--- src/rtl/pc_stack_unit.sv ---
// Program-counter unit with a LIFO return stack for call/ret and PC-relative branching.
// One command per edge, priority ret > call > jump > branch > hold > increment.
module pc_stack_unit #(
  parameter int                ADDR_W    = 8,
  parameter int                OFF_W     = 8,
  parameter int                DEPTH     = 4,
  parameter logic [ADDR_W-1:0] RESET_VEC = '0
) (
  input  logic                         clk,
  input  logic                         rstN,
  input  logic                         hold,
  input  logic                         jump,
  input  logic [ADDR_W-1:0]            jumpLine,
  input  logic                         branch,
  input  logic [OFF_W-1:0]             branchOff,
  input  logic                         call,
  input  logic                         ret,
  input  logic                         errClr,
  output logic [ADDR_W-1:0]            pcOut,
  output logic [$clog2(DEPTH+1)-1:0]   depth,
  output logic                         stackFull,
  output logic                         stackEmpty,
  output logic                         ovfErr,
  output logic                         unfErr
);

  localparam int DW = $clog2(DEPTH + 1);
  localparam int IW = (DEPTH > 1) ? $clog2(DEPTH) : 1;

  logic [ADDR_W-1:0] pc_reg, pc_next;
  logic [DW-1:0]     depth_reg, depth_next;
  logic              ovf_reg, ovf_next;
  logic              unf_reg, unf_next;

  logic [ADDR_W-1:0] stack_mem [DEPTH];

  logic              full, empty;
  logic              push, pop;
  logic [DW-1:0]     top_cnt;
  logic [IW-1:0]     push_idx, pop_idx;
  logic [ADDR_W-1:0] pc_plus1, off_ext;

  assign full     = (depth_reg == DW'(DEPTH));
  assign empty    = (depth_reg == '0);
  assign top_cnt  = depth_reg - DW'(1);
  assign push_idx = depth_reg[IW-1:0];
  assign pop_idx  = top_cnt[IW-1:0];
  assign pc_plus1 = pc_reg + ADDR_W'(1);
  assign off_ext  = ADDR_W'($signed(branchOff));

  // A blocked call (stack full) or ret (stack empty) leaves PC and depth untouched.
  assign pop  = ret && !empty;
  assign push = !ret && call && !full;

  always_comb begin
    pc_next    = pc_reg;
    depth_next = depth_reg;
    if (ret) begin
      if (pop) begin
        pc_next    = stack_mem[pop_idx];
        depth_next = top_cnt;
      end
    end else if (call) begin
      if (push) begin
        pc_next    = jumpLine;
        depth_next = depth_reg + DW'(1);
      end
    end else if (jump) begin
      pc_next = jumpLine;
    end else if (branch) begin
      pc_next = pc_reg + off_ext;
    end else if (!hold) begin
      pc_next = pc_plus1;
    end
  end

  // Error set takes precedence over a simultaneous clear.
  assign ovf_next = (ovf_reg && !errClr) || (!ret && call && full);
  assign unf_next = (unf_reg && !errClr) || (ret && empty);

  always_ff @(posedge clk or negedge rstN) begin
    if (!rstN) begin
      pc_reg    <= RESET_VEC;
      depth_reg <= '0;
      ovf_reg   <= 1'b0;
      unf_reg   <= 1'b0;
    end else begin
      pc_reg    <= pc_next;
      depth_reg <= depth_next;
      ovf_reg   <= ovf_next;
      unf_reg   <= unf_next;
    end
  end

  always_ff @(posedge clk) begin
    for (int i = 0; i < DEPTH; i++) begin
      if (push && push_idx == IW'(i)) stack_mem[i] <= pc_plus1;
    end
  end

  assign pcOut      = pc_reg;
  assign depth      = depth_reg;
  assign stackFull  = full;
  assign stackEmpty = empty;
  assign ovfErr     = ovf_reg;
  assign unfErr     = unf_reg;

endmodule

--- config.mk ---
export PLATFORM = sky130hd
export DESIGN_NAME = pc_stack_unit
export DESIGN_NICKNAME = d
export VERILOG_FILES = /design/src/rtl/pc_stack_unit.sv
export SDC_FILE = /design/constraint.sdc
export NUM_CORES = 1
export LEC_CHECK = 0
export CORE_ASPECT_RATIO = 2
export CORE_MARGIN = 10
export CORE_UTILIZATION = 50
export CTS_CLUSTER_DIAMETER = 200
export CTS_CLUSTER_SIZE = 28
export DETAILED_ROUTE_END_ITERATION = 12
export PLACE_DENSITY = 0.86
export SYNTH_ARGS = -nofsm -noshare
export SYNTH_HDL_FRONTEND = slang
export SYNTH_SLANG_ARGS = --single-unit
--- constraint.sdc ---
create_clock -name clk -period 5.2 [get_ports clk]
set_clock_uncertainty 0.1 [all_clocks]
set_input_delay 1.04 -clock clk [delete_from_list [all_inputs] [get_ports clk]]
set_output_delay 1.04 -clock clk [all_outputs]
set_load 0.01 [all_outputs]
# Word-level counts from Yosys, hierarchy flattened
# Memory sizes are Yosys's and may differ from the RTL's.
# Index checks and enable logic that the tools add are counted.
# word_totals
ff_bits	13
input_bits	24
mem_count	1
mem_bits_rw	32
# mem_list
memory	words	word_bits	rd	rd_ports_with_merged_regs	wr	line_no	text
stack_mem	4	8	1	0	1	35	logic [ADDR_W-1:0] stack_mem [DEPTH];
# op_classes
mux	28
addsub	4
reduce_logical	26
eq_ne	7
# op_table
op	count
two-way mux 8 bit	10
OR reduction 8 bit	3
two-way mux 3 bit	4
logical AND 1 bit	11
two-way mux 1 bit	11
adder 8 x 1 -> 8 bit, second input constant	1
adder 8 bit	1
two-way mux 2 bit	3
AND reduction 3 bit	2
!= test 5 x 1 -> 1 bit, second input constant	1
equality test 2 bit, second input constant	2
zero test 1 bit	4
nonzero test 2 bit	2
adder 3 x 1 -> 3 bit, second input constant	1
equality test 3 bit, second input constant	1
zero test 3 bit	1
!= test 3 x 1 -> 1 bit, second input constant	1
subtractor 3 x 1 -> 3 bit, second input constant	1
equality test 2 x 1 -> 1 bit, second input constant	1
zero test 2 bit	1
logical OR 1 bit	2
!= test 2 x 1 -> 1 bit, second input constant	1

# Longest topological paths before layout
# logic_depth
word_depth	10
depth_mapped	10
mapped_depth_nobuf	9

# Least setup slack after synthesis
# No wires, ideal clock.
# synth_path
path_kind	in2reg
start	in branchOff[0]
end	reg pc_reg[4], in the netlist pcOut[4]
cell_stages	9
setup_time_ps	77
t_required_ps	5023
t_arrival_ps	2458
setup_slack_ps	2565
path_buffers	0
path_cell_list	ha_1 inv_1 fa_1 inv_1 a21o_1 a21oi_1 xor2_1 a311o_1 a21oi_1
# synth_via
elab_chain_len	5
# synth_lines
element	line_no	text
start: declaration	15	input logic [OFF_W-1:0] branchOff,
adder 8 bit	71	pc_next = pc_reg + off_ext;
two-way mux 8 bit	70	end else if (branch) begin
two-way mux 8 bit	68	end else if (jump) begin
two-way mux 8 bit	63	end else if (call) begin
two-way mux 8 bit	58	if (ret) begin
end signal: assignment	88	pc_reg <= pc_next;
end: declaration	30	logic [ADDR_W-1:0] pc_reg, pc_next;
# Every way passes these cells.
# A chain may end at the register's enable or synchronous reset.

# Worst setup path after layout
# layout_path
start	reg depth_reg[0], in the netlist depth[0]
end	out stackEmpty
# layout_via
elab_chain_len	1
# layout_lines
element	line_no	text
start: declaration	31	logic [DW-1:0] depth_reg, depth_next;
start signal: assignment	89	depth_reg <= depth_next;
zero test 3 bit	44	assign empty = (depth_reg == '0);
end: declaration	22	output logic stackEmpty,
# Every way passes these cells.

==> metrics.md <==
| Metric | Value |
|---|---|
| TNS Setup | 0 ns |
| Max Cap Violations | 0 |
| Mux share of post-synthesis cell area | 9.28% |
| Largest area contributor in the netlist | edfxtp_1 |
| Simple-gate portion of the synthesized area | 10.6% |
| Final period utilization | 66.0% |
| Top cells by count, synth | edfxtp_1 (32), nor2_1 (18), ha_1 (14) |
| Distinct cells, synth | 47 |
| Worst setup endpoint | stackEmpty |
| Min cycle time layout | 3.43 ns |
| DPL Wire Length | 4620 um |
| # port buffers | 38 |
| Initial antenna violation count | 0 |
| Dominant synthesized flop cell | edfxtp_1 |
| Largest net degree at the start of global routing | 20 |
| Worst slack, placed | ~1.8 ns |
| Clk_lat worst skew | 0.30 ns |
| Largest register FFs | 32 |
| Layout cells sized above 1 | 8.91% |
| Slew Limit Headroom | between 40% and 50% |
| Synth-to-Final Area Change | 20.4% |
| IO Pins | 39 |
| Pins Over Slew Limit | 0 |
| Syn Area/Cell | 12.1 sq um |
| Register area | 0.00129 sq mm |
| First-pass GRT wire length | just under 10000 um |
| Post-CTS setup repair buffer count | 0 |
| Post-synth ARST share | between 20% and 30% |
| Fin. Hold Viols | 0 |
| Max Root-Sink Buffers | 2 |
| Net count after synthesis | 248 |
| Util after Layout | slightly above 60% |
| Hold buffers post-CTS | 0 |
| Power Dens Cells | 563 mW/mm^2 |
| CTS sink count | 45 |
| Row count | 36 |
| Multi-input gate area | 0.00114 sq mm |
| Chip width | 70.2 um |
| Synthesis-stage register bit count | 45 |
| Crit. End Element | primary output |
| Layout Nets | 285 |
| DIE HEIGHT | around 120 um |
| Reg2reg path depth | 7 |
| Comb pwr share | ~48% |
| GRT overflow | 0 |
| Share of the synthesized area in the top cell type | 38.1% |
| Largest family of logic cells by synthesized area | compound AO/OA/AOI/OAI gates |
| Hold crit path type | reg2reg |
| Largest cells by area after synthesis | edfxtp_1 (38%), dfrtp_1 (13%), ha_1 (6.9%) |
| RR Startpoint | depth[0] |
| Part of the power in registers | between 30% and 40% |
| Max Freq | 291 MHz |
| # resized after CTS | 0 |
| Reg2reg end | depth[2] |
| CTS Buf Count | 5 |
| Crit path kind | reg2out |
| Vias | around 1800 |
| Post-route setup slack | 1.77 ns |
| Status | finished, final reports clean |
| DR iter-0 viols | 88 |
| Remaining antenna violation count | 0 |
| Critical-path maximum fanout | 12 |
| Worst R2R Setup Slack | 2.20 ns |
| Startpoint types | flop |
| Unrepaired setup endpoints after global routing | false |
| Synth Cell Area | 0.00252 sq mm |
| Root buffer cell | clkbuf_8 |
| Vias per cell | 5.95 |
| Filler cell count | 380 |
| CP arrival | 2.29 ns |
| Core area | 0.00486 sq mm |
| Starting density of the core | 51.8% |
| Post-Synth Adder-Cell Area | under 10% |
| Compound-Gate Fraction of Synth Area | approximately 14% |
| Final Setup Violations | 0 |
| Post-synth EDFFs | 32 |
| Req. time, crit path | 4.06 ns |
| Post-Route WL | 5800 um |
| Clock Pin Slew Worst Setup and Hold Paths | 0.08 ns |
| Switching pwr | about 0.64 mW |
| Post-Synthesis Cells | 209 |
| Die Area | 0.00845 sq mm |
| DRC violations left | 0 |
| Clock power share | around 15% |
| Max VDD drop | 371 uV |
| DR WL/cell | roughly 19 um |
| Tot GR Track Use | 13.9% |
| Drt pass-1 iters | 5 |
| H-Tree Level Count | 2 |
| Power Internal | 1.07 mW |
| Hold Path Origin | ovfErr |
| Vias in the first global route | 1928 |
| Top-count cell post-synth | edfxtp_1 |
| Net Sw Frac | roughly 37% |
| Synth Area in XOR/XNOR | under 10% |
| Routability cong. | roughly 0.90 |
| Leakage | 1.15 nW |
| Measured slew at the worst slew-check pin | 0.813 ns |
| Post-synthesis sequential area ratio | about half |
| CP startpoint | depth[0] |
| N_diodes | 0 |
| Synth warn | 0 |
| CTS tree | yes |
## cells by family (layout without fill, tap and decap cells)
| family | count (synthesis) | count (layout) |
|---|---|---|
| buffers and inverters | 20 | 58 |
| muxes | 14 | 14 |
| and+or+nand+nor | 53 | 53 |
| AOI/OAI and AO/OA | 50 | 50 |
| adders and majority gates | 15 | 15 |
| DFF | 45 | 45 |
| xor gates and xnor gates | 12 | 12 |
## how the worst min path moves through the flow
stage                  end  depth (start not counted)
global route        ovfErr                          2
floorplan           unfErr                          2
finish              ovfErr                          2
detailed placement  ovfErr                          2
global placement    unfErr                          2
CTS                 ovfErr                          2
## routing by layer
metal / part of all wire, % / GRT usage [%]
met5: 0 / 0
met4: 3.6 / 8.19
met3: 4.2 / 1.88
met2: 58 / 26.6
met1: 34 / 13.5
## critical path, stage by stage (launching register included)
cell             delay, ns
dfrtp_1               0.74
inv_1                 0.19
ha_1                  0.29
ha_1                  0.27
clkdlybuf4s50_1       0.51
## power groups by stage
stage | Combinational, mW | Clock (mW) | Sequential, mW
2_1_floorplan | 0.548 | 0 | 0.617
3_3_place_gp | 0.797 | 0 | 0.634
3_5_place_dp | 0.818 | 0 | 0.638
4_1_cts | 0.827 | 0.258 | 0.630
5_1_grt | 0.902 | 0.271 | 0.645
6_report | 0.824 | 0.255 | 0.630
## layout by cell type, fill, tap and decap left out, types with 2 or more instances in the layout
cell type and count:
a21oi_1 13, nor3b_1 2, nand3_1 7, o22ai_1 2
ha_1 14, edfxtp_1 32, clkdlybuf4s50_1 38, a31oi_1 3
nor3_1 2, mux4_2 7, o21ai_1 2, and3_1 2
and2_1 4, nor2_1 18, nand3b_1 2, a211oi_1 6
o21ai_0 10, inv_1 12, mux2i_1 5, xor2_1 5
a21o_1 3, xnor2_1 7, clkbuf_8 5, nand2_1 9
dfrtp_1 13
## per-stage QoR
step	total power [mW]	cell area, sq um	instances	hold slack (ns)
after global placement	1.43	2930	296	0.417
after floorplan	1.17	2520	209	0.449
after CTS	1.72	3040	304	0.448
after global routing	1.82	3040	304	0.475
final	1.71	3040	304	0.444
after detailed placement	1.46	2930	296	0.431
## cell type report
| type | instances | share of cell area (%) |
|---|---|---|
| Inverter | 12 | 1.48 |
| Clock buffer | 5 | 2.27 |
| Tap cell | 57 | 2.35 |
| Sequential cell | 45 | 42.4 |
| Multi-Input combinational cell | 144 | 37.6 |
| Timing Repair Buffer | 38 | 12.5 |
| Clock inverter | 3 | 1.36 |
(Power assumes the default switching activity.)
